<file path="config.mk">
export PLATFORM = sky130hd
export DESIGN_NAME = hazard_detection_unit_flat
export DESIGN_NICKNAME = d
export VERILOG_FILES = /design/src/rtl/hazard_pkg.sv /design/src/rtl/hazard_detection_unit_if.sv /design/src/rtl/hazard_track_pipe.sv /design/src/rtl/hazard_detection_unit.sv /design/src/flat_wrapper.sv
export SDC_FILE = /design/constraint.sdc
export NUM_CORES = 1
export LEC_CHECK = 0
export ABC_AREA = 1
export CAP_MARGIN = 25
export CORE_UTILIZATION = 40
export CTS_CLUSTER_DIAMETER = 40
export DETAILED_ROUTE_END_ITERATION = 7
export SLEW_MARGIN = 20
export SYNTH_ARGS = -nofsm -noshare
export SYNTH_HDL_FRONTEND = slang
export SYNTH_HIERARCHICAL = 1
export SYNTH_SLANG_ARGS = --single-unit
</file>
<file path="constraint.sdc">
create_clock -name clk -period 3.6 [get_ports clk]
set_input_delay 0.54 -clock clk [delete_from_list [all_inputs] [get_ports clk]]
set_output_delay 0.54 -clock clk [all_outputs]
set_load 0.03 [all_outputs]
</file>
<file path="src/rtl/hazard_pkg.sv">
// Shared types for the hazard detection unit.
//   REG_W         : register-id width (16 architectural registers)
//   track_entry_t : one in-flight producer slot {valid, wb_en, mem_r, dest}
//   stage_e       : index of a tracker slot (EXE, MEM, WB)
//   entry_match   : true when a slot holds a live write to register s
package hazard_pkg;

  localparam int REG_W      = 4;
  localparam int NUM_REGS   = 1 << REG_W;
  localparam int NUM_STAGES = 3;

  typedef struct packed {
    logic             valid;
    logic             wb_en;
    logic             mem_r;
    logic [REG_W-1:0] dest;
  } track_entry_t;

  typedef enum logic [1:0] {
    EXE = 2'd0,
    MEM = 2'd1,
    WB  = 2'd2
  } stage_e;

  function automatic logic entry_match(input track_entry_t e, input logic [REG_W-1:0] s);
    return e.valid & e.wb_en & (e.dest == s);
  endfunction

endpackage

</file>
<file path="src/rtl/hazard_detection_unit_if.sv">
// Control/status bundle between the decode stage and the hazard unit.
//   master : decode side, drives mode/pipeline controls and the ID instruction fields
//   slave  : hazard unit, returns hazard_stall, pending_mask, stall_count, watchdog_err
interface hazard_detection_unit_if #(
  parameter int CNT_W = 32
);
  import hazard_pkg::*;

  logic                forwarding_mode;
  logic                freeze;
  logic                flush;
  logic                id_valid;
  logic [REG_W-1:0]    id_src1;
  logic [REG_W-1:0]    id_src2;
  logic                id_two_src;
  logic                id_wb_en;
  logic [REG_W-1:0]    id_dest;
  logic                id_mem_r_en;
  logic                hazard_stall;
  logic [NUM_REGS-1:0] pending_mask;
  logic [CNT_W-1:0]    stall_count;
  logic                watchdog_err;

  modport master (
    output forwarding_mode, freeze, flush, id_valid, id_src1, id_src2,
           id_two_src, id_wb_en, id_dest, id_mem_r_en,
    input  hazard_stall, pending_mask, stall_count, watchdog_err
  );

  modport slave (
    input  forwarding_mode, freeze, flush, id_valid, id_src1, id_src2,
           id_two_src, id_wb_en, id_dest, id_mem_r_en,
    output hazard_stall, pending_mask, stall_count, watchdog_err
  );

endinterface

</file>
<file path="src/rtl/hazard_track_pipe.sv">
// Three-slot shadow of the EXE/MEM/WB producers.
//   clk, rst      : clock, async active-high reset (all slots invalid)
//   freeze        : hold every slot
//   insert_bubble : load an invalid slot into EXE instead of id_entry
//   id_entry      : the instruction leaving ID
//   entries       : all three slots, indexed by stage_e
module hazard_track_pipe
  import hazard_pkg::*;
(
  input  logic                           clk,
  input  logic                           rst,
  input  logic                           freeze,
  input  logic                           insert_bubble,
  input  track_entry_t                   id_entry,
  output track_entry_t [NUM_STAGES-1:0]  entries
);

  track_entry_t [NUM_STAGES-1:0] entries_q;
  track_entry_t [NUM_STAGES-1:0] entries_d;

  always_comb begin
    entries_d = entries_q;
    if (!freeze) begin
      entries_d[WB]  = entries_q[MEM];
      entries_d[MEM] = entries_q[EXE];
      entries_d[EXE] = insert_bubble ? '0 : id_entry;
    end
  end

  always_ff @(posedge clk or posedge rst) begin
    if (rst) entries_q <= '0;
    else     entries_q <= entries_d;
  end

  assign entries = entries_q;

endmodule

</file>
<file path="src/rtl/hazard_detection_unit.sv">
// Hazard detection unit: compares the ID operands against in-flight producers
// and stalls decode when a value cannot be bypassed.
//   clk, rst : clock, async active-high reset
//   bus      : slave side of hazard_detection_unit_if (ID fields in, stall/status out)
// Parameters: RF_BYPASS (WB producer readable by ID without stall),
//             CNT_W (stall counter width), WDOG_MAX (allowed consecutive stalls).
module hazard_detection_unit
  import hazard_pkg::*;
#(
  parameter bit RF_BYPASS = 1'b1,
  parameter int CNT_W     = 32,
  parameter int WDOG_MAX  = 8
) (
  input  logic                    clk,
  input  logic                    rst,
  hazard_detection_unit_if.slave  bus
);

  localparam int CONSEC_W = $clog2(WDOG_MAX + 1);

  track_entry_t [NUM_STAGES-1:0] entries;
  track_entry_t                  id_entry;
  logic                          hazard_stall;
  logic                          stall_evt;
  logic [NUM_REGS-1:0]           pending_mask;

  logic [CNT_W-1:0]    stall_count_q, stall_count_d;
  logic [CONSEC_W-1:0] consec_q, consec_d;
  logic                watchdog_err_q, watchdog_err_d;

  // With forwarding only a load still in EXE is unreachable; without it every
  // producer blocks until it is visible through the register file.
  function automatic logic src_blocks(input logic [REG_W-1:0] src, input logic fwd,
                                      input track_entry_t exe, input track_entry_t mem,
                                      input track_entry_t wb);
    logic hit;
    if (fwd) hit = entry_match(exe, src) & exe.mem_r;
    else     hit = entry_match(exe, src) | entry_match(mem, src) |
                   (!RF_BYPASS & entry_match(wb, src));
    return hit;
  endfunction

  assign id_entry = '{valid: bus.id_valid, wb_en: bus.id_wb_en,
                      mem_r: bus.id_mem_r_en, dest: bus.id_dest};

  always_comb begin
    hazard_stall = 1'b0;
    if (bus.id_valid) begin
      hazard_stall = src_blocks(bus.id_src1, bus.forwarding_mode,
                                entries[EXE], entries[MEM], entries[WB]) |
                     (bus.id_two_src & src_blocks(bus.id_src2, bus.forwarding_mode,
                                entries[EXE], entries[MEM], entries[WB]));
    end
  end

  // A flushed stall is squashed along with the instruction, so it is not counted.
  assign stall_evt = hazard_stall & !bus.freeze & !bus.flush;

  always_comb begin
    pending_mask = '0;
    if (entries[EXE].valid & entries[EXE].wb_en) pending_mask[entries[EXE].dest] = 1'b1;
    if (entries[MEM].valid & entries[MEM].wb_en) pending_mask[entries[MEM].dest] = 1'b1;
    if (entries[WB].valid  & entries[WB].wb_en)  pending_mask[entries[WB].dest]  = 1'b1;
  end

  hazard_track_pipe u_track (
    .clk           (clk),
    .rst           (rst),
    .freeze        (bus.freeze),
    .insert_bubble (hazard_stall | bus.flush),
    .id_entry      (id_entry),
    .entries       (entries)
  );

  always_comb begin
    stall_count_d  = stall_count_q;
    consec_d       = consec_q;
    watchdog_err_d = watchdog_err_q;
    if (!bus.freeze) begin
      if (stall_evt) begin
        if (stall_count_q != '1) stall_count_d = stall_count_q + 1'b1;
        // consec saturates at WDOG_MAX; one more stall beyond that trips the watchdog
        if (consec_q >= CONSEC_W'(WDOG_MAX)) watchdog_err_d = 1'b1;
        else                                 consec_d = consec_q + 1'b1;
      end else begin
        consec_d = '0;
      end
    end
  end

  always_ff @(posedge clk or posedge rst) begin
    if (rst) begin
      stall_count_q  <= '0;
      consec_q       <= '0;
      watchdog_err_q <= 1'b0;
    end else begin
      stall_count_q  <= stall_count_d;
      consec_q       <= consec_d;
      watchdog_err_q <= watchdog_err_d;
    end
  end

  assign bus.hazard_stall = hazard_stall;
  assign bus.pending_mask = pending_mask;
  assign bus.stall_count  = stall_count_q;
  assign bus.watchdog_err = watchdog_err_q;

endmodule
</file>
<file path="src/flat_wrapper.sv">
// flat-port wrapper written by rule: the top's interface ports become plain ports
module hazard_detection_unit_flat import hazard_pkg::*;
#(
  parameter bit RF_BYPASS = 1'b1,
  parameter int CNT_W     = 32,
  parameter int WDOG_MAX  = 8
)
  (clk, rst, bus_forwarding_mode, bus_freeze, bus_flush, bus_id_valid, bus_id_src1, bus_id_src2, bus_id_two_src, bus_id_wb_en, bus_id_dest, bus_id_mem_r_en, bus_hazard_stall, bus_pending_mask, bus_stall_count, bus_watchdog_err);
  hazard_detection_unit_if #(.CNT_W(CNT_W)) bus_i ();
  input  logic clk;
  input  logic rst;
  input wire logic [$bits(bus_i.forwarding_mode)-1:0] bus_forwarding_mode;
  input wire logic [$bits(bus_i.freeze)-1:0] bus_freeze;
  input wire logic [$bits(bus_i.flush)-1:0] bus_flush;
  input wire logic [$bits(bus_i.id_valid)-1:0] bus_id_valid;
  input wire logic [$bits(bus_i.id_src1)-1:0] bus_id_src1;
  input wire logic [$bits(bus_i.id_src2)-1:0] bus_id_src2;
  input wire logic [$bits(bus_i.id_two_src)-1:0] bus_id_two_src;
  input wire logic [$bits(bus_i.id_wb_en)-1:0] bus_id_wb_en;
  input wire logic [$bits(bus_i.id_dest)-1:0] bus_id_dest;
  input wire logic [$bits(bus_i.id_mem_r_en)-1:0] bus_id_mem_r_en;
  output wire logic [$bits(bus_i.hazard_stall)-1:0] bus_hazard_stall;
  output wire logic [$bits(bus_i.pending_mask)-1:0] bus_pending_mask;
  output wire logic [$bits(bus_i.stall_count)-1:0] bus_stall_count;
  output wire logic [$bits(bus_i.watchdog_err)-1:0] bus_watchdog_err;
  assign bus_i.forwarding_mode = bus_forwarding_mode;
  assign bus_i.freeze = bus_freeze;
  assign bus_i.flush = bus_flush;
  assign bus_i.id_valid = bus_id_valid;
  assign bus_i.id_src1 = bus_id_src1;
  assign bus_i.id_src2 = bus_id_src2;
  assign bus_i.id_two_src = bus_id_two_src;
  assign bus_i.id_wb_en = bus_id_wb_en;
  assign bus_i.id_dest = bus_id_dest;
  assign bus_i.id_mem_r_en = bus_id_mem_r_en;
  assign bus_hazard_stall = bus_i.hazard_stall;
  assign bus_pending_mask = bus_i.pending_mask;
  assign bus_stall_count = bus_i.stall_count;
  assign bus_watchdog_err = bus_i.watchdog_err;
  hazard_detection_unit #(.RF_BYPASS(RF_BYPASS), .CNT_W(CNT_W), .WDOG_MAX(WDOG_MAX)) u_core (.clk(clk), .rst(rst), .bus(bus_i));
endmodule
</file>
After elaboration in Yosys (flattened, before gate mapping)
Index checks and enable logic that the tools add are counted.
{"block": "totals", "regBits": 56, "latchBits": 0, "ram_bits": 0, "rom_bits": 0, "input_bits": 21, "out_inout_bits": 50, "word_cells": 72, "n_memories": 0}
{"block": "classes", "addsub": 2, "multipliers": 0, "div_mod_pow": 0, "magnitude_cmp": 7, "n_eq_ne": 6, "n_shift": 0, "mux": 17, "n_bitwise": 19, "n_reduce_logical": 8}
{"op": "$mux 16", "count": 3}
{"op": "$add 32x1->32 const B", "count": 1}
{"op": "$ne 32x32->1 const B", "count": 1}
{"op": "$or 16x16->16", "count": 2}
{"op": "$eq 4x4->1", "count": 4}
{"op": "$lt 4x5->1 const B", "count": 3}
{"op": "$and 1x1->1", "count": 12}
{"op": "$demux 1 s4", "count": 3}
{"op": "$ge 4x1->1 const B", "count": 3}
{"op": "$mux 1", "count": 8}
{"op": "$mux 4", "count": 2}
{"op": "$mux 7", "count": 1}
{"op": "$reduce_and 3->1", "count": 2}
{"op": "$add 4x1->4 const B", "count": 1}
{"op": "$ge 4x4->1 const B", "count": 1}
{"op": "$or 1x1->1", "count": 4}
{"op": "$logic_and 1x1->1", "count": 3}
{"op": "$logic_not 1->1", "count": 2}
{"op": "$ne 2x2->1 const B", "count": 1}
{"op": "$reduce_and 2->1", "count": 1}
{"op": "$not 1->1", "count": 1}

Logic depth before layout (Yosys ltp)
Gate-level depths: netlist (run 1).
{"block": "logic_depth", "ltp_word": 12, "mapped_depth": 14, "mapped_depth_nobuf": 14}

Hierarchy
Netlist (run 1), hierarchy kept.
{"module": "hazard_detection_unit", "instances": 1, "cells_per_inst": 471, "area_per_inst_um2": 3002.9, "seq_area_each_um2": 925.9}
{"module": "hazard_track_pipe", "instances": 1, "cells_per_inst": 90, "area_per_inst_um2": 883.3, "seq_area_each_um2": 525.5}

Worst setup path before layout (run 1)
No wires, ideal clock.
{"block": "synth_path", "path_type": "reg2out", "startpoint": "reg u_core.u_track.entries_q, in the netlist u_core/u_track/entries[8]", "endpoint": "out bus_pending_mask[2]", "arrival_time_ns": 1.867, "required_ns": 3.060, "slack_ns": 1.193, "path_stages_with_launch": 5, "n_path_buf": 0, "path_cell_list": "dfrtp_1 -> inv_1 -> nor2_1 -> nand2_1 -> o311ai_0"}
{"block": "synth_via", "elab_chain_len": 8, "elab_cells_between_ends": 9, "classes_between": "order compare (2); mux (4); bitwise (2); reduce/logical (1)"}
{"element": "from (decl)", "line_no": "hazard_track_pipe.sv:18", "source": "track_entry_t [NUM_STAGES-1:0] entries_q;"}
{"element": "from (signal assigned)", "line_no": "hazard_track_pipe.sv:32", "source": "else entries_q <= entries_d;"}
{"element": "$lt 4x5->1 (implied by the code) or $ge 4x1->1 (tied branches)", "line_no": "hazard_detection_unit.sv:62", "source": "if (entries[MEM].valid & entries[MEM].wb_en) pending_mask[entries[MEM].dest] = 1'b1;"}
{"element": "$logic_and 1x1->1 (implied by the code)", "line_no": "hazard_detection_unit.sv:62"}
{"element": "$mux 1 (implied by the code)", "line_no": "hazard_detection_unit.sv:62"}
{"element": "$demux 1 s4 *"}
{"element": "$or 16x16->16 (no line) *"}
{"element": "$mux 16 *", "line_no": "hazard_detection_unit.sv:62"}
{"element": "$or 16x16->16 (no line)"}
{"element": "$mux 16 *", "line_no": "hazard_detection_unit.sv:63", "source": "if (entries[WB].valid & entries[WB].wb_en) pending_mask[entries[WB].dest] = 1'b1;"}
{"element": "to (decl)", "line_no": "flat_wrapper.sv:23", "source": "output wire logic [$bits(bus_i.pending_mask)-1:0] bus_pending_mask;"}
Every way passes the cells marked *; elsewhere a longest branch is shown, timed or not.

Worst setup path in the final report (run 1)
{"block": "layout_path", "startpoint": "reg u_core.u_track.entries_q, in the netlist u_core/u_track/entries[10]", "endpoint": "out bus_pending_mask[15]"}
Same word-level chain as after synthesis.

==> impl.org, run 1 <==
** Run status
- The run finished with clean final reports.

** STA
- Final Skew :: 0.0114 ns
- Setup-failing EPs final :: 0
- Unrepaired setup endpoints after global routing :: false
- Of the available clock period, the critical path in the final layout requires 85.3%.
- Clock period minus final worst setup slack :: 3.07 ns
- Post-route setup TNS :: 0 ns
- The final hold violation count is 0.
- The number of max-slew violations in the final report was 0.
- Max_slew headroom :: 48.7%
- Fmax :: 326 MHz
- Slew at the pin with the worst max-slew slack :: 0.768 ns

** Worst setup path
- STA classifies the critical path endpoint as a primary output.
- STA puts the critical path data arrival time at 2.53 ns.
- The critical path in this run is classified as reg2out.
- STA classifies the critical path startpoint as a register.
- Data required time at the worst endpoint :: 3.06 ns
- Of all nets on the critical path, the largest fanout is 13.

** Cells and area
- The filler cells instantiated in the layout total 931.
- Area added between synthesis and finish :: 22.9%
- Number of cells in the finished layout apart from fillers :: 751
- Layout Nets :: 645
- The repair_antennas step left the layout with diodes totalling 0.
- Layout cell share with drive strength beyond 1 :: 4.82%

** Logic synthesis
- The cell area that synthesis handed to floorplanning was 3810 µm².
- Net count of the mapped netlist :: 577
- Ys Warns :: 6
- After synthesis, the mean cell area works out to 6.88 µm².
- Cells after Synth :: 553

** Die
- Die Area :: 9910 µm²
- Initial standard-cell utilization of the core :: 41.2%
- In this run the core area contains 35 standard-cell rows.
- Top-level I/O count :: 71
- Measured along the x axis, the die boundary spans 99.6 µm.
- Die height :: 99.6 µm
- Core area :: 9240 µm²

** Global route
- The first global-routing pass estimated 17900 µm of wire.
- Entering global routing, the biggest net connects 40 pins.
- Global route total overflow :: 0
- Global-route usage over all layers :: 22.7%
- Number of global-route vias before repair :: 3685
- Initial antenna violation count :: 0

** Clock network
- Post-cts repair resize count :: 0
- In this run the deepest clock path goes through 2 buffers.
- TritonCTS clock tree :: built
- Number of clock sinks :: 56
- Clock tree synthesis inserted a total of 5 buffers.
- Number of buffers inserted by post-CTS setup repair :: 0
- Clock root buffer :: clkbuf_8
- Worst-skew pair later-pin latency :: 0.32 ns
- Hold buffers post-CTS :: 0
- The H-tree was split into 2 levels.
- Clock transition time at the flip-flop clock pins of the worst setup and hold paths :: 0.11 ns

** Pwr
- Power density over the cells :: 282 nW/µm²
- Leakage :: 2.13 nW
- The worst-case IR drop observed on VDD is 0.149 mV.

** Placement
- HPWL after DPL :: 7880 µm
- Final weighted congestion in routability-driven placement :: 0.964
- During placement, the flow inserted port buffers numbering 70.
- Number of placed instances with taps included :: 743

** Route
- Total via count in the routed design :: 3653
- Average routed wire per standard cell :: 13.8 µm
- Number of DRC markers in iteration 0 :: 172
- Using the TritonRoute via totals, the vias-per-cell ratio works out to 4.86.
- Residual antenna-violating net count after detailed routing :: 0
- Total Routed Length :: 10300 µm
- Number of detailed-routing iterations run before antenna repair :: 4
- In the routed design, unresolved DRC markers number 0.

** Run
- Max-cap violations in this run came to 0.

** Hold path
- Classification of the worst-slack hold path :: reg2reg
==> sequential cells by signal, summed over array words and instances, names as in the netlist <==
register	flops
u_core/u_track/entries	19
u_core/bus.stall_count	32
u_core/bus.watchdog_err	1
u_core/consec_q	4
==> layer usage <==
| metal | vias up | part of all wire [%] | GRT usage, % |
|---|---|---|---|
| met5 | - | 0 | 0 |
| met2 | 98 | 46 | 37.7 |
| li1 | 1884 | - | - |
| met3 | 19 | 4.6 | 2.74 |
| met1 | 1652 | 47 | 30.6 |
| met4 | 0 | 2.2 | 8.26 |
==> final timing paths <==
kind,startpoint,end,slack (ns),cells after the start
worst max register to register,u_core/u_track/entries[10]$_DFFE_PP0N_,u_core/bus.stall_count[30]$_DFFE_PP0P_,1.13,11
worst min register to register,u_core/bus.watchdog_err$_DFFE_PP0P_,u_core/bus.watchdog_err$_DFFE_PP0P_,0.48,2
worst min-delay path,u_core/bus.watchdog_err$_DFFE_PP0P_,u_core/bus.watchdog_err$_DFFE_PP0P_,0.48,2
worst max-delay path,u_core/u_track/entries[10]$_DFFE_PP0N_,bus_pending_mask[15],0.53,5
min in group asynchronous,rst,u_core/consec_q[2]$_DFFE_PP0P_,0.66,3
max in group asynchronous,rst,u_core/u_track/entries[16]$_DFFE_PP0N_,2.47,2
==> critical path, stage by stage (launching register included) <==
cell and delay, ns:
dfrtp_1 0.67, inv_1 0.18, nor3_1 0.40, nand3_1 0.12, o211ai_1 0.14, clkdlybuf4s50_1 0.71
==> stage by stage <==
stage | area [µm²] | total power, W | util [%] | hold WS, ns | setup slack (ns)
CTS | 4680 | 0.00134 | 50.7 | 0.486 | 0.505
floorplan | 3810 | 0.000868 | - | 0.449 | 1.19
finish | 4680 | 0.00132 | 50.7 | 0.484 | 0.530
detailed placement | 4590 | 0.000970 | 49.7 | 0.460 | 0.613
global route | 4680 | 0.00139 | 50.7 | 0.509 | 0.344
global placement | 4590 | 0.000969 | 49.7 | 0.451 | 0.620
==> where the power goes <==
group / internal, W / switching, W / total, W
clock: 0.000139 / 0.000223 / 0.000362
sequential: 0.000662 / 0.0000510 / 0.000713
combinational: 0.0000923 / 0.000151 / 0.000243
==> final cells by class <==
class,count,area (µm²),area share (%)
Inverter,66,248,5.29
Sequential cell,56,1400,29.9
Clock inverter,3,23.8,0.508
Clock buffer,5,68.8,1.47
Multi-Input combinational cell,420,2060,44.1
Tap cell,129,161,3.45
Timing Repair Buffer,72,716,15.3
==> layout by cell type (no fill, tap or decap), types with 3 or more instances in the layout <==
| cell | n |
|---|---|
| a21oi_1 | 3 |
| xor2_1 | 29 |
| nand3_1 | 23 |
| inv_1 | 63 |
| ha_1 | 3 |
| nor2_1 | 52 |
| nand2_1 | 219 |
| nor3_1 | 19 |
| clkbuf_8 | 5 |
| dfrtp_1 | 56 |
| o311ai_0 | 6 |
| o211ai_1 | 5 |
| o21ai_0 | 21 |
| xnor2_1 | 9 |
| nor4_1 | 4 |
| o21ai_2 | 9 |
| clkdlybuf4s50_1 | 70 |
| nand4_1 | 5 |
| o221ai_1 | 3 |
Power figures use the tool's default switching activity.
==> inputs of run 2 (changes only) <==
--- a/config.mk
+++ b/config.mk
@@ -10,6 +10,7 @@
 export CORE_UTILIZATION = 40
 export CTS_CLUSTER_DIAMETER = 40
 export DETAILED_ROUTE_END_ITERATION = 7
+export DONT_BUFFER_PORTS = 1
 export SLEW_MARGIN = 20
 export SYNTH_ARGS = -nofsm -noshare
 export SYNTH_HDL_FRONTEND = slang
==> constraint.sdc (replaced) <==
create_clock -name clk -period 3.6 [get_ports clk]
set_input_delay 0.72 -clock clk [delete_from_list [all_inputs] [get_ports clk]]
set_output_delay 0.72 -clock clk [all_outputs]
set_load 0.03 [all_outputs]
==> run 2 against run 1 <==
Worst hold slack worse by 0.095 ns. Non-clock buffer count decreased by 65. Critical path type unchanged. Highest routed layer unchanged. Clock-buffer cell count unchanged. Clock skew is 0.0016 ns higher. Critical path depth is 1 lower.
==> impl.org, run 2 (synthesized netlist as in run 1, its figures left out) <==
** Route
- The final layout contains routed wiring with a total length of 9690 µm.
- Number of detailed-routing iterations run before antenna repair :: 5
- DRC violations left :: 0
- Residual antenna-violating net count after detailed routing :: 0
- The routed layout has 3528 vias.
- After detailed routing, the average wire length per cell comes to 14.1 µm.
- For this block, the initial DRC count from the detailed router was 167.
- Using the TritonRoute via totals, the vias-per-cell ratio works out to 5.14.

** Placement
- The congestion estimate from routability-driven global placement came to 0.922.
- During placement, the flow inserted port buffers numbering 0.
- HPWL after DPL :: 7530 µm
- Cell area after placement :: 3930 µm²

** Clock network
- Number of H-tree branching levels :: 2
- Buffers inserted to repair hold after CTS numbered 0.
- Clock-pin slew was measured on the worst setup and hold paths at 0.11 ns.
- The clock passes through at most 2 buffers.
- The cell sitting at the root of the clock tree is a clkbuf_8.
- Counting every sink on the clock net gives 56.
- Post-CTS repair changed the size of 0 cells.
- Cts bufs inserted :: 5
- TritonCTS clock tree :: built
- Number of buffers inserted by post-CTS setup repair :: 0
- The clock reaches the later pin of the worst-skew pair after 0.32 ns.

** Global route
- Number of global-route vias before repair :: 3458
- Global-route wire length before repair :: 16500 µm
- Global route total overflow :: 0
- The number of antenna violations at the first check in global routing came to 0.
- Global-route usage over all layers :: 20.9%
- Pin count of the biggest net entering global routing :: 40

** Cells and area
- Most common cell after layout, fill and taps aside :: nand2_1
- Flip-flop and latch area :: 1400 µm²
- Fill cells in the final layout number 962.
- Area occupied by multi-input gates :: 2060 µm²
- Max reg flops :: 32
- In the final layout, the share of cells above drive strength 1 is 6.28%.
- Ant diodes :: 0
- The area growth from synthesis to layout is 5.62%.
- In the layout the commonest cells are 219 x nand2_1, 63 x inv_1, 56 x dfrtp_1, 52 x nor2_1, 29 x xor2_1.
- Summing all non-filler instances in the final layout gives an area of 4020 µm².
- Layout Nets :: 580
- Final core utilization :: 43.5%

** STA
- For the final database, setup skew stands at 0.0130 ns.
- Fmax :: 362 MHz
- Measured against its own limit, the worst slew margin works out to 49.7%.
- Setup-failing EPs final :: 0
- The number of max-slew violations in the final report came to 0.
- Setup total negative slack on the finished layout was measured at 0 ns.
- The smallest clock period supported by the final layout is computed as 2.77 ns.
- Hold Fails Final Rpt :: 0
- Setup repair after global routing left no endpoint under its margin.
- For the pin with the worst max-slew slack, the measured transition is 0.753 ns.
- Final worst-path cycle share :: 76.8%

** Die
- Core area :: 9240 µm²
- Die height :: 99.6 µm
- Top-level I/O count :: 71
- Standard-cell rows :: 35
- Horiz. Die Dim :: 99.6 µm
- Die Area :: 9910 µm²
- Initial standard-cell utilization of the core :: 41.2%

** Worst setup path
- Critical path start-end classification :: reg2out
- Setup crit end kind :: primary output
- Data required time at the worst endpoint :: 2.88 ns
- The signal on the critical path passes through inv_1 > nor3_1 > nand3_1 > o211ai_1.
- The kind of cell with the highest combined delay along the critical path is flip-flops.
- In this design, the stage delay of the slowest critical-path cell is 0.66 ns.
- Counting both buffers and inverters, the worst setup path holds a total of 1.
- Worst-path cell with the longest stage delay :: dfrtp_1
- Worst-path maximum fanout :: 13
- Arrival time worst endpoint :: 2.05 ns
- The worst setup path is launched from a register.

** Pwr
- VDD IR-drop max :: 0.127 mV
- Power density over the cells :: 314 nW/µm²
- Summed over all cells, the static leakage comes to 1.91 nW.

** Hold path
- The path class of the tightest hold or removal check is in2async.

** Run status
- The flow ran to the end, and the final reports show no timing, DRC or antenna violations.

** Run
- Max-cap violations in this run came to 0.
==> run 2: metal layers <==
layer  GRT usage, %  vias to the layer above  part of all wire [%]  wire [µm]
li1               -                     1746                     -          -
met1           26.0                     1638                    44       4300
met2           35.4                      120                    47       4550
met3           4.22                       24                   5.8        566
met4           8.48                        0                   2.8        271
met5              0                        -                     0          0
==> run 2: report_power, final <==
group / switching, W / leakage (nW) / internal, W
clock: 0.000227 / 0.0463 / 0.000143
sequential: 0.0000794 / 0.698 / 0.000661
combinational: 0.000103 / 1.17 / 0.0000501
==> run 2: layout make-up <==
type / instances / share of cell area, %
clock inverter: 3 / 0.685
tap: 129 / 4.01
multi-input combinational: 420 / 51.3
sequential: 56 / 34.8
timing repair buffer: 7 / 1.31
clock buffer: 5 / 1.71
inverter: 66 / 6.16
==> run 2: through the flow <==
step,worst slack [ns],hold WS [ns],power (W),instances
3_3_place_gp,1.20,0.466,0.000902,678
2_1_floorplan,1.01,0.449,0.000868,553
6_report,0.835,0.390,0.00126,686
5_1_grt,0.640,0.433,0.00133,686
4_1_cts,0.861,0.402,0.00128,686
3_5_place_dp,1.09,0.479,0.000907,678
==> run 2: worst register-to-register path: stages, from the launching register on <==
cell	delay, ns
dfrtp_1	0.54
ha_1	0.32
inv_1	0.15
nor2_2	0.07
nand2_1	0.14
nor2_2	0.07
nand4_1	0.13
clkinv_1	0.12
nor2_4	0.61
o21ai_0	0.19
==> run 2: worst paths after layout <==
| check | startpoint | end | slack [ns] | cells after the start |
|---|---|---|---|---|
| worst max-delay path | u_core/u_track/entries[10]$_DFFE_PP0N_ | bus_pending_mask[15] | 0.83 | 4 |
| worst min-delay path | rst | u_core/u_track/entries[5]$_DFFE_PP0N_ | 0.39 | 1 |
| worst max register to register | u_core/bus.stall_count[0]$_DFFE_PP0P_ | u_core/bus.stall_count[4]$_DFFE_PP0P_ | 1.10 | 9 |
| worst min register to register | u_core/u_track/entries[4]$_DFFE_PP0N_ | u_core/u_track/entries[4]$_DFFE_PP0N_ | 0.50 | 2 |
| max in group asynchronous | rst | u_core/u_track/entries[16]$_DFFE_PP0N_ | 2.75 | 1 |
| min in group clk | bus_freeze | u_core/u_track/entries[7]$_DFFE_PP0N_ | 0.47 | 1 |
==> inputs of run 3 (changes only) <==
==> constraint.sdc (replaced) <==
create_clock -name clk -period 2.3 [get_ports clk]
set_input_delay 0.46 -clock clk [delete_from_list [all_inputs] [get_ports clk]]
set_output_delay 0.46 -clock clk [all_outputs]
set_load 0.03 [all_outputs]
==> run 3 against run 2 <==
Flip-flop and latch count unchanged. Critical path depth unchanged. Highest routed layer unchanged. Via count increased by 4.2%. Clock skew about the same. Non-clock buffer count increased by 43.
==> impl.org, run 3 (synthesized netlist as in run 1, its figures left out) <==
** Run status
- Run status :: complete, no violations

** Die
- The die is 99.6 µm wide.
- The die is 99.6 µm tall.
- After floorplanning, the core was divided into 35 placement rows.
- Once the floorplan was initialized, standard cells occupied 41.2% of the core.
- The total area inside the core boundary comes to 9240 µm².
- The floorplan step defined a die boundary enclosing 9910 µm².
- Top-level I/O count :: 71

** Global route
- The number of antenna violations at the first check in global routing was 0.
- Global-route wire length before repair :: 17000 µm
- After global routing the overflow that remains totals 0.
- Global-route usage over all layers :: 21.8%
- Entering global routing, the biggest net connects 40 pins.
- The via count of the first global-routing pass is 3449.

** Run
- The tool flagged a number of max-cap violations equal to 0.

** Route
- The first detailed-routing pass took 4 iterations.
- After detailed routing, the number of remaining DRC violations is 0.
- Total Routed Length :: 10800 µm
- After detailed routing, the number of vias per cell comes to 5.04.
- Number of DRC markers in iteration 0 :: 156
- The routed layout has 3676 vias.
- The detail route stage leaves a number of antenna-violating nets equal to 0.
- In the final routed layout, each cell accounts on average for 14.8 µm.

** Clock network
- In this run, post-CTS hold repair placed 0 buffers.
- The H-tree was split into 2 levels.
- In this run the clock root is driven by a clkbuf_8.
- Cts bufs inserted :: 5
- TritonCTS clock tree :: built
- Number of clock sinks :: 56
- Buffers from clock root to sink, at most :: 2
- After clock tree synthesis, the clock-pin slew on the worst setup and hold paths is 0.12 ns.
- For the worst-skew pair, the clock arrives at the later sink with an insertion delay of 0.32 ns.

** STA
- The number of max-slew violations in the final report came to 0.
- Final Skew :: 0.0134 ns
- The final hold violation count came to 0.
- Max_slew headroom :: 52.2%
- Slew at the pin with the worst max-slew slack :: 0.716 ns
- For this run, the top clock speed supported by timing is 456 MHz.
- Clock period minus final worst setup slack :: 2.19 ns
- Of the available clock period, the critical path in the final layout requires 95.3%.
- Setup repair after global routing left no endpoint under its margin.
- Setup violations remaining at the end of the flow were counted as 0.

** Cells and area
- Summing all multi-input logic gate instances after layout gives 2110 µm².
- For this run, the post-layout net count is 624.
- The register with the most flip-flops in the layout has 32 of them.
- From synthesis to final layout, the design area changed by 15.5%.
- In the final layout, the share of cells above drive strength 1 is 15.3%.
- Cells fill 47.6% of the core in the end.
- Fill cells :: 962
- Most common cell after layout, fill and taps aside :: nand2_1
- Final design instance area without fill :: 4400 µm²
- Ant diodes :: 0
- Leaving out fill and tap cells, the most frequent cells in the layout are 219 x nand2_1, 60 x inv_1, 52 x nor2_1, 50 x buf_4, 50 x dfrtp_1.
- Across the whole layout, storage elements account for 1410 µm².

** Pwr
- Leakage :: 2.13 nW
- VDD sags by at most 0.270 mV.
- Dividing total power by cell area gives a power density of 465 nW/µm².

** Placement
- Input and output buffers added on the ports amount to 0.
- Final weighted congestion in routability-driven placement :: 0.914
- HPWL after DPL :: 8280 µm
- After detailed placement, the total cell area comes to 4220 µm².

** Worst setup path
- Series of cell instances along the critical path :: inv_2 > nor3_1 > nand3_1 > nand3_1
- Data required time at the worst endpoint :: 1.84 ns
- The largest single stage delay on the critical path is 0.49 ns.
- The slowest stage of the critical path belongs to the cell dfrtp_2.
- Worst setup SP type :: register
- The worst setup path is captured at a primary output.
- STA puts the critical path data arrival time at 1.73 ns.
- Crit-path most repeated cell :: nand3_1
- Worst-path maximum fanout :: 7
- The critical path is of the reg2out type.

** Hold path
- The worst hold path belongs to the class in2async.
-- run 3: cell types whose count changed in the layout (fill, tap and decap cells not counted), moves of 3 or more --
| cell | before | now |
|---|---|---|
| inv_2 | 2 | 5 |
| inv_1 | 63 | 60 |
| dfrtp_1 | 56 | 50 |
| nor3_1 | 19 | 15 |
| nor3_2 | 0 | 4 |
| dfrtp_2 | 0 | 6 |
| buf_4 | 7 | 50 |
-- run 3: path summary, 6_finish.rpt --
kind | startpoint | endpoint | slack (ns) | cells after the start
setup / recovery | u_core/u_track/entries[8]$_DFFE_PP0N_ | bus_pending_mask[3] | 0.11 | 4
hold / removal | rst | u_core/u_track/entries[13]$_DFFE_PP0N_ | 0.13 | 1
setup reg to reg | u_core/bus.stall_count[0]$_DFFE_PP0P_ | u_core/bus.stall_count[7]$_DFFE_PP0P_ | 0.20 | 9
hold reg to reg | u_core/u_track/entries[19]$_DFFE_PP0N_ | u_core/u_track/entries[19]$_DFFE_PP0N_ | 0.49 | 2
max in group asynchronous | rst | u_core/u_track/entries[3]$_DFFE_PP0N_ | 1.66 | 1
min in group clk | bus_freeze | u_core/u_track/entries[8]$_DFFE_PP0N_ | 0.21 | 1
-- run 3: worst max-delay path, delay by kind of cell (launching register included) --
kind | cells | cell delay (ns)
and+or+nand+nor | 3 | 0.81
buffers and inverters | 1 | 0.10
DFF | 1 | 0.49
-- run 3: power breakdown --
| part | leakage [nW] | internal (W) | switching [W] |
|---|---|---|---|
| combinational | 1.39 | 0.000117 | 0.000237 |
| clock | 0.0463 | 0.000225 | 0.000364 |
| sequential | 0.690 | 0.00104 | 0.0000643 |
| total | 2.13 | 0.00138 | 0.000665 |
-- run 3: through the flow --
stage | TNS [ns] | cells | hold slack (ns) | worst slack (ns) | power, W
2_1_floorplan | -0.0532 | 553 | 0.411 | -0.0266 | 0.00136
3_3_place_gp | 0 | 717 | 0.466 | 0.00480 | 0.00145
3_5_place_dp | -0.845 | 717 | 0.474 | -0.100 | 0.00146
4_1_cts | 0 | 725 | 0.152 | 0.000913 | 0.00205
5_1_grt | 0 | 730 | 0.162 | 0.00786 | 0.00214
6_report | 0 | 730 | 0.129 | 0.109 | 0.00205
-- run 3: cell type report --
| class | instances | area share [%] |
|---|---|---|
| Clock buffer | 5 | 1.57 |
| Clock inverter | 3 | 0.626 |
| Multi-Input combinational cell | 421 | 47.9 |
| Sequential cell | 56 | 32.0 |
| Timing Repair Buffer | 50 | 8.54 |
| Tap cell | 129 | 3.67 |
| Inverter | 66 | 5.63 |
-- run 3: routing by layer --
metal  global-route usage (%)  part of all wire (%)
met3                     3.37                   6.1
met4                     6.67                   1.6
met5                        0                     0
met2                     37.6                    48
met1                     28.1                    44
-- run 3: repair_timing --
item,4_1_cts,5_1_grt
setup endpoints to repair,34,45
buffers inserted,0,4
pin swaps,0,1
gates resized for setup,4,12
cloned,0,1
